File: src/rtl/frame_hdr_pkg.sv
// Shared types and header layout for the multi-channel frame header inserter.
package frame_hdr_pkg;

    typedef enum logic {
        WAIT_HDR = 1'b0,
        PAYLOAD  = 1'b1
    } state_t;

    localparam int SEQ_LSB = 0;
    localparam int SEQ_W   = 32;
    localparam int CH_LSB  = 32;
    localparam int CH_W    = 8;
    localparam int LEN_LSB = 40;
    localparam int LEN_W   = 16;

    // Low 64 bits of an auto-generated header; everything above is zero.
    function automatic logic [63:0] auto_hdr(input logic [SEQ_W-1:0] seq,
                                             input logic [CH_W-1:0]  ch,
                                             input logic [LEN_W-1:0] len);
        logic [63:0] hdr;
        hdr = '0;
        hdr[SEQ_LSB +: SEQ_W] = seq;
        hdr[CH_LSB  +: CH_W]  = ch;
        hdr[LEN_LSB +: LEN_W] = len;
        return hdr;
    endfunction

endpackage

File: src/rtl/frame_hdr_channel.sv
// One framer channel: header/payload FSM, beat counter, registered AXI-Stream
// output stage and sticky length-error flag.
module frame_hdr_channel
    import frame_hdr_pkg::*;
#(
    parameter int DW          = 128,
    parameter int FRAME_BEATS = 128
) (
    input  logic            clk,
    input  logic            resetn,
    input  logic            i_fire,
    input  logic [DW-1:0]   i_hdr,
    output logic            o_wait_free,
    input  logic [DW-1:0]   s_tdata,
    input  logic            s_tvalid,
    input  logic            s_tlast,
    output logic            s_tready,
    output logic [DW-1:0]   m_tdata,
    output logic            m_tvalid,
    input  logic            m_tready,
    output logic            m_tlast,
    output logic [DW/8-1:0] m_tkeep,
    output logic            err_len
);

    localparam int CW = (FRAME_BEATS > 1) ? $clog2(FRAME_BEATS) : 1;

    state_t          r_state;
    state_t          w_state_nxt;
    logic [CW-1:0]   r_cnt;
    logic [DW-1:0]   r_tdata;
    logic            r_tvalid;
    logic            r_tlast;
    logic            r_err;
    logic            w_free;
    logic            w_last;
    logic            w_tready;
    logic            w_hs;

    assign w_free = !r_tvalid || m_tready;
    assign w_last = (r_cnt == CW'(FRAME_BEATS - 1));
    assign w_hs   = w_tready && s_tvalid;

    always_comb begin
        w_state_nxt = r_state;
        w_tready    = 1'b0;
        case (r_state)
            WAIT_HDR: begin
                if (i_fire) w_state_nxt = PAYLOAD;
            end
            PAYLOAD: begin
                w_tready = w_free;
                if (w_tready && s_tvalid && w_last) w_state_nxt = WAIT_HDR;
            end
            default: w_state_nxt = WAIT_HDR;
        endcase
    end

    always_ff @(posedge clk) begin
        if (!resetn) r_state <= WAIT_HDR;
        else         r_state <= w_state_nxt;
    end

    // Output stage: header load, payload load, or drain when accepted.
    always_ff @(posedge clk) begin
        if (!resetn) begin
            r_tdata  <= '0;
            r_tvalid <= 1'b0;
            r_tlast  <= 1'b0;
            r_cnt    <= '0;
            r_err    <= 1'b0;
        end else begin
            if (i_fire) begin
                r_tdata  <= i_hdr;
                r_tvalid <= 1'b1;
                r_tlast  <= 1'b0;
                r_cnt    <= '0;
            end else if (w_hs) begin
                r_tdata  <= s_tdata;
                r_tvalid <= 1'b1;
                r_tlast  <= w_last;
                r_cnt    <= w_last ? '0 : r_cnt + CW'(1);
                if (s_tlast != w_last) r_err <= 1'b1;
            end else if (m_tready) begin
                r_tvalid <= 1'b0;
                r_tlast  <= 1'b0;
            end
        end
    end

    assign o_wait_free = (r_state == WAIT_HDR) && w_free;
    assign s_tready    = w_tready;
    assign m_tdata     = r_tdata;
    assign m_tvalid    = r_tvalid;
    assign m_tlast     = r_tlast;
    assign m_tkeep     = {(DW/8){r_tvalid}};
    assign err_len     = r_err;

endmodule

File: src/rtl/frame_header_inserter.sv
// Multi-channel AXI-Stream framer: one header beat per FRAME_BEATS payload
// beats on every channel, headers started in lockstep across channels.
module frame_header_inserter
    import frame_hdr_pkg::*;
#(
    parameter int DW          = 128,
    parameter int N_CH        = 2,
    parameter int FRAME_BEATS = 128,
    parameter int HDR_MODE    = 0
) (
    input  logic                   clk,
    input  logic                   resetn,
    input  logic [DW-1:0]          s_meta_tdata,
    input  logic                   s_meta_tvalid,
    output logic                   s_meta_tready,
    input  logic [N_CH*DW-1:0]     s_tdata,
    input  logic [N_CH-1:0]        s_tvalid,
    input  logic [N_CH-1:0]        s_tlast,
    output logic [N_CH-1:0]        s_tready,
    output logic [N_CH*DW-1:0]     m_tdata,
    output logic [N_CH-1:0]        m_tvalid,
    input  logic [N_CH-1:0]        m_tready,
    output logic [N_CH-1:0]        m_tlast,
    output logic [N_CH*DW/8-1:0]   m_tkeep,
    output logic [N_CH-1:0]        err_len
);

    logic [N_CH-1:0] w_wait_free;
    logic            w_fire;
    logic [31:0]     r_seq;

    // A frame only starts once every channel has drained its previous frame.
    assign w_fire        = (&w_wait_free) && ((HDR_MODE != 0) || s_meta_tvalid);
    assign s_meta_tready = (HDR_MODE == 0) ? w_fire : 1'b0;

    always_ff @(posedge clk) begin
        if (!resetn)     r_seq <= '0;
        else if (w_fire) r_seq <= r_seq + 32'd1;
    end

    for (genvar gi = 0; gi < N_CH; gi++) begin : g_ch
        logic [DW-1:0] w_hdr;

        assign w_hdr = (HDR_MODE != 0)
                     ? DW'(auto_hdr(r_seq, 8'(gi), 16'(FRAME_BEATS)))
                     : s_meta_tdata;

        frame_hdr_channel #(
            .DW          (DW),
            .FRAME_BEATS (FRAME_BEATS)
        ) u_ch (
            .clk         (clk),
            .resetn      (resetn),
            .i_fire      (w_fire),
            .i_hdr       (w_hdr),
            .o_wait_free (w_wait_free[gi]),
            .s_tdata     (s_tdata[gi*DW +: DW]),
            .s_tvalid    (s_tvalid[gi]),
            .s_tlast     (s_tlast[gi]),
            .s_tready    (s_tready[gi]),
            .m_tdata     (m_tdata[gi*DW +: DW]),
            .m_tvalid    (m_tvalid[gi]),
            .m_tready    (m_tready[gi]),
            .m_tlast     (m_tlast[gi]),
            .m_tkeep     (m_tkeep[gi*(DW/8) +: DW/8]),
            .err_len     (err_len[gi])
        );
    end

endmodule

File: config.mk
export PLATFORM = sky130hd
export DESIGN_NAME = frame_header_inserter
export DESIGN_NICKNAME = d
export VERILOG_FILES = /design/src/rtl/frame_hdr_pkg.sv /design/src/rtl/frame_hdr_channel.sv /design/src/rtl/frame_header_inserter.sv
export SDC_FILE = /design/constraint.sdc
export NUM_CORES = 1
export LEC_CHECK = 0
export CAP_MARGIN = 5
export CELL_PAD_IN_SITES_DETAIL_PLACEMENT = 0
export CELL_PAD_IN_SITES_GLOBAL_PLACEMENT = 1
export CORE_AREA = 10 10 257 259
export CTS_CLUSTER_DIAMETER = 60
export DETAILED_ROUTE_END_ITERATION = 16
export DIE_AREA = 0 0 267 269
export PLACE_DENSITY_LB_ADDON = 0.1
export SETUP_SLACK_MARGIN = 0.15
export SYNTH_ARGS = -nofsm -noshare
export SYNTH_HDL_FRONTEND = slang
export SYNTH_SLANG_ARGS = --single-unit
File: constraint.sdc
create_clock -name clk -period 2.1 [get_ports clk]
set_clock_uncertainty 0.1 [all_clocks]
set_input_delay 0.315 -clock clk [delete_from_list [all_inputs] [get_ports clk]]
set_output_delay 0.315 -clock clk [all_outputs]
set_load 0.01 [all_outputs]
==> flow_metrics.py, run 1 <==
metrics = {
    "drt": {
        "vias": 14200,
        "wl_per_cell_microns": 24.9,
        "drc": 0,
        "wl_microns": 73500,
        "ant_nets": 0,
        "drt_iter0_markers": 934,
        "drtPass1Iterations": 5,
        "viasPerCell": 4.80,
    },
    "timing": {
        "hold_viol_final": 0,
        "relSlewSlack_pct": 69.2,
        "rsz0062_at_grt": "false",
        "worst_slew_pin_slew_ps": 462,
        "min_period_over_period_pct": 90.8,
        "drv_slew": 0,
        "report.final.setup_viol": 0,
        "fmax_mhz": 525,
        "worst_slack_ps": 193,
        "finalCriticalPeriod_ps": 1910,
        "whs_ps": 89.1,
    },
    "grt": {
        "antenna_found_initial": 14,
        "grt_max_degree": 82,
        "overflow": 0,
        "groute.usage.overall_pct": 19.3,
        "grt_pass1_vias": 14800,
        "grt_pass1_wl_microns": 105000,
    },
    "synthesis": {
        "synthCells": 1471,
        "yosysUniqueCellTypes": 39,
        "synth-warning-count": 0,
        "synth_nets": 1866,
        "syn_avg_cell_area_sq_um": 8.25,
        "ys_ff_latch": 278,
        "syn-cell-area_sq_um": 12100,
        "synth_seq_area_share_pct": 45.9,
    },
    "place": {
        "gp_congestion": 0.810,
        "dpl.hpwl_microns": 55500,
        "dp_slack_ps": -175,
        "io_buffers": 689,
    },
    "die": {
        "pin_count": 690,
        "core_area_sq_um": 61000,
        "start_util_pct": 19.9,
        "fp.dieW_microns": 267,
        "num_rows": 91,
        "dieHeight_microns": 269,
        "dieArea_sq_um": 71800,
    },
    "critical_path": {
        "path_class": "register to output pin",
        "path_buf_inv": 1,
        "worst_ep_arrival_time_ps": 1490,
        "rr_worst_depth": 8,
        "crit_fanout": 2,
        "crit_slowest_cell": "clkdlybuf4s50_1",
        "startpoint_type": "register",
        "r2r_start": "g_ch[0].u_ch.m_tvalid",
        "crit_chain": "clkdlybuf4s50_1",
        "cp.required_ps": 1680,
        "worst-path-stages": 1,
        "startpoint": "g_ch[1].u_ch.m_tdata[54]",
        "slowest_delay_ps": 610,
        "cpLargestDelayFamily": "buffers and inverters",
        "end_kind": "output pin",
    },
    "power_and_ir_drop": {
        "ir_drop_uv": 513,
        "pwr_density_cell_nw_per_um2": 959,
        "finalPower_mw": 21.3,
        "leakagePower_nw": 9.65,
    },
    "clock_network": {
        "cts_buffer_depth": 3,
        "clkSinkCount": 278,
        "clk_pin_slew_ps": 60,
        "cts_made_buffers": 41,
        "cts_tree": "yes",
        "htree_levels": 2,
        "clockRootBuffer": "clkbuf_16",
        "clk_latency_ps": 560,
    },
    "finish": {
        "nFillCells": 6376,
        "drive_gt1_share_pct": 9.68,
        "fin_nets": 2523,
        "syn_to_final_growth_pct": 82.8,
        "most-common-layout-cells": "546 x clkdlybuf4s50_1, 398 x nand2_1, 274 x dfxtp_1",
        "final_common_cell": "clkdlybuf4s50_1",
    },
    "hold_path": {
        "whs_path_depth": 2,
        "hp-start": "resetn",
        "hp-class": "input port to register",
    },
    "job": {
        "maxCapViolations": 0,
    },
    "status": {
        "status": "complete, no violations",
    },
}
[Yosys cell counts]
cell      instances  area [sq um]
nand2_1         399          1500
dfxtp_1         278          5570
a31oi_1         259          1620
o31ai_1         256          1920
clkbuf_1         81           304
buf_2            69           345
buf_4            45           338
nor2_1           12          45.0
xor2_1            6          52.6
and2_1            5          31.3
buf_1             5          18.8
nand3_1           5          25.0
nand4_1           5          31.3
a21oi_1           4          20.0
o21a_1            4          30.0
xnor2_1           4          35.0
inv_1             3          11.3
nand3b_1          3          22.5
and3_1            2          12.5
and4_1            2          17.5
ha_1              2          25.0
nand2b_1          2          12.5
nor2b_1           2          12.5
o211ai_1          2          15.0
o21ai_0           2          10.0
a21o_1            1          7.51
a311oi_2          1          15.0
a41oi_1           1          8.76
clkbuf_2          1          5.00
inv_2             1          3.75
nand3_4           1          17.5
nor2_2            1          6.26
nor3_1            1          5.00
nor3b_2           1          12.5
nor4_1            1          6.26
o21ai_1           1          5.00
o32a_1            1          10.0
or3_1             1          6.26
or4_1             1          7.51
[repair_timing]
action | 4_1_cts | 5_1_grt
buffers inserted | 0 | 2
resized for setup | 131 | 37
pin swaps | 2 | 3
endpoints found under the setup margin | 111 | 33
hold buffers | 0 | 0
gates cloned | 2 | 0
[cells by family after synthesis]
kind of cell,synth area share [%]
buffers and inverters,8.45
AOI/OAI and AO/OA,30.2
DFF,45.9
adders and majority gates,0.206
and+or+nand+nor,14.6
xor gates and xnor gates,0.722
[sequential cells by signal, summed over array words and instances (netlist names)]
name and flops:
g_ch.u_ch.r_cnt 14, g_ch.u_ch.r_state 2, g_ch.u_ch.m_tlast 2, g_ch.u_ch.err_len 2, g_ch.u_ch.m_tdata 256, g_ch.u_ch.m_tvalid 2
[where the power goes]
| group | leakage [nW] | internal [mW] | switching (mW) | total, mW |
|---|---|---|---|---|
| logic | 6.64 | 3.47 | 3.52 | 6.99 |
| registers | 2.30 | 6.15 | 0.493 | 6.64 |
| clock network | 0.715 | 4.87 | 2.76 | 7.63 |
[layout make-up]
class	instances	area, sq um	area share [%]
Antenna cell	9	22.5	0.102
Tap cell	790	988	4.46
Sequential cell	278	5580	25.1
Inverter	4	22.5	0.102
Multi-Input combinational cell	988	5590	25.2
Clock buffer	56	1160	5.25
Clock inverter	19	314	1.42
Timing Repair Buffer	815	8510	38.4
[worst paths after layout]
check | to | slack [ps]
worst max-delay path | m_tdata[182] | 190
worst min-delay path | g_ch[0].u_ch.m_tvalid | 90
worst max register to register | g_ch[1].u_ch.m_tdata[116] | 260
worst min register to register | g_ch[0].u_ch.err_len | 360
[layer usage]
| layer | vias up | track usage [%] | share of wire [%] |
|---|---|---|---|
| met2 | 482 | 34.1 | 51 |
| met3 | 92 | 6.05 | 7.4 |
| met5 | - | 0 | 0.087 |
| li1 | 6735 | - | - |
| met4 | 10 | 6.22 | 2.4 |
| met1 | 6883 | 21.9 | 39 |
[through the flow]
stage | setup TNS, ps | std cells | utilization, % | area (sq um)
after floorplan | 0 | 1471 | - | 12100
after global placement | -19150 | 2871 | 33.9 | 20700
after detailed placement | -22140 | 2871 | 33.9 | 20700
after CTS | 0 | 2948 | 36.1 | 22000
after global routing | 0 | 2958 | 36.3 | 22200
final | 0 | 2959 | 36.3 | 22200
Note: power is estimated with default switching activity, not from simulation.
==> run 2: changes to the inputs <==
Settings changed: RECOVER_POWER set to 50, TNS_END_PERCENT set to 30.
==> flow_metrics.py, run 2 (synthesis gave the netlist of run 1 again) <==
metrics = {
    "grt": {
        "grt_pass1_vias": 14800,
        "antenna_found_initial": 14,
        "groute.usage.overall_pct": 19.3,
        "grt_max_degree": 82,
        "overflow": 0,
        "grt_pass1_wl_microns": 105000,
    },
    "timing": {
        "relSlewSlack_pct": 69.0,
        "fin_setup_tns_ps": 0,
        "min_period_over_period_pct": 90.8,
        "whs_ps": 91.2,
        "finalCriticalPeriod_ps": 1910,
        "rsz0062_at_grt": "true",
        "fmax_mhz": 525,
        "hold_viol_final": 0,
        "drv_slew": 0,
        "worst_slack_ps": 194,
        "report.final.setup_viol": 0,
        "worst_slew_pin_slew_ps": 465,
    },
    "place": {
        "placed_area_sq_um": 20700,
        "io_buffers": 689,
        "dpl.hpwl_microns": 55500,
        "dp_slack_ps": -175,
        "gp_congestion": 0.810,
        "placed_cells": 2871,
    },
    "drt": {
        "wl_per_cell_microns": 24.9,
        "wl_microns": 73600,
        "vias": 14200,
        "viasPerCell": 4.80,
        "drc": 0,
        "drt_iter0_markers": 912,
        "drtPass1Iterations": 6,
        "ant_nets": 0,
    },
    "finish": {
        "syn_to_final_growth_pct": 81.0,
        "largest_reg_flops": 256,
        "final_common_cell": "clkdlybuf4s50_1",
        "fin_nets": 2523,
        "final_cells": 2959,
        "most-common-layout-cells": "570 x clkdlybuf4s50_1, 398 x nand2_1, 276 x dfxtp_1",
        "fin_area_sq_um": 22000,
        "final_core_util_pct": 36.0,
        "drive_gt1_share_pct": 9.17,
        "nFillCells": 6408,
    },
    "critical_path": {
        "r2r_start": "g_ch[0].u_ch.r_state",
        "path_buf_inv": 1,
        "end_kind": "output pin",
        "slowest_delay_ps": 600,
        "rr_worst_depth": 8,
        "reg2reg_to": "g_ch[1].u_ch.m_tdata[124]",
        "startpoint_type": "register",
        "crit_slowest_cell": "clkdlybuf4s50_1",
        "cpLargestDelayFamily": "buffers and inverters",
        "crit_fanout": 2,
        "reg2reg_slack_ps": 200,
        "worst_ep_arrival_time_ps": 1490,
        "cp.required_ps": 1680,
        "path_class": "register to output pin",
        "crit_chain": "clkdlybuf4s50_1",
    },
    "power_and_ir_drop": {
        "finalPower_mw": 21.2,
        "p_clk_share_pct": 36.0,
        "power_frac_seq_pct": 31.3,
        "leakagePower_nw": 9.12,
        "p_comb_share_pct": 32.7,
        "power_switching_mw": 6.77,
        "sw_frac_of_total_pct": 31.9,
        "p_int_mw": 14.4,
        "pwr_density_cell_nw_per_um2": 966,
        "ir_drop_uv": 516,
    },
    "clock_network": {
        "clk_latency_ps": 560,
        "clkSinkCount": 278,
        "cts_tree": "yes",
        "htree_levels": 2,
        "clk_pin_slew_ps": 50,
        "cts_made_buffers": 41,
        "cts_buffer_depth": 3,
        "clockRootBuffer": "clkbuf_16",
    },
    "die": {
        "dieHeight_microns": 269,
        "pin_count": 690,
        "start_util_pct": 19.9,
        "dieArea_sq_um": 71800,
        "core_area_sq_um": 61000,
        "fp.dieW_microns": 267,
        "num_rows": 91,
    },
    "job": {
        "maxCapViolations": 0,
    },
    "hold_path": {
        "hp-class": "input port to register",
        "hp-start": "resetn",
        "holdPathEnd": "g_ch[0].u_ch.m_tvalid",
        "whs_path_depth": 2,
    },
    "status": {
        "status": "complete, no violations",
    },
}
## run 2: cell types whose count changed in the layout (fill, tap and decap cells not counted), moves of 5 or more
cell             before  now
clkbuf_1              9   23
clkdlybuf4s50_1     546  570
buf_4                66   57
clkbuf_2              0    5
dlymetal6s2s_1       31    0
## run 2: how the worst max path moves through the flow
| stage | startpoint | endpoint | slack (ps) | cells past startpoint |
|---|---|---|---|---|
| floorplan | g_ch[0].u_ch.m_tvalid | g_ch[0].u_ch.m_tdata[121] | 210 | 8 |
| global placement | m_tready[1] | g_ch[1].u_ch.m_tdata[66] | -180 | 9 |
| detailed placement | s_meta_tvalid | g_ch[1].u_ch.m_tdata[23] | -170 | 9 |
| CTS | g_ch[1].u_ch.r_state | s_meta_tready | 6 | 4 |
| global route | g_ch[0].u_ch.r_state | g_ch[0].u_ch.m_tdata[65] | 60 | 8 |
| finish | g_ch[0].u_ch.m_tlast | m_tlast[0] | 190 | 1 |
## run 2: timing repair
item,in CTS,in global routing
gates cloned,2,0
buffers inserted,0,2
pin swaps,1,3
gates resized for setup,127,12
hold buffers,0,0
setup endpoints to repair,111,33
## run 2: worst reg2reg max path, cell delays in order (launching register included)
cell,delay [ps]
dfxtp_1,320
nor3b_2,240
nand3_4,140
clkbuf_4,160
buf_4,160
o21ai_4,90
buf_12,190
clkbuf_2,270
a31oi_1,110
## run 2: cell type report
type / instances / area [sq um] / area share, %
Timing Repair Buffer: 815 / 8320 / 37.9
Sequential cell: 278 / 5570 / 25.4
Multi-Input combinational cell: 988 / 5570 / 25.3
Clock buffer: 56 / 1160 / 5.30
Tap cell: 790 / 988 / 4.50
Clock inverter: 19 / 314 / 1.43
Inverter: 4 / 22.5 / 0.103
Antenna cell: 9 / 22.5 / 0.103
## run 2: power groups by stage
| stage | logic (mW) | clock network [mW] | registers, mW |
|---|---|---|---|
| 2_1_floorplan | 2.43 | 0 | 7.08 |
| 4_1_cts | 7.13 | 7.86 | 6.64 |
| 5_1_grt | 7.47 | 8.06 | 6.75 |
| 3_5_place_dp | 7.31 | 0 | 6.73 |
| 6_report | 6.94 | 7.64 | 6.64 |
| 3_3_place_gp | 7.33 | 0 | 6.73 |
## run 2: layer usage
layer,global-route usage (%),part of all wire [%],vias to the layer above
met3,6.04,7.5,92
met4,6.22,2.4,10
met2,34.1,51,474
met1,21.9,39,6895
met5,0,0.087,-
li1,-,-,6729
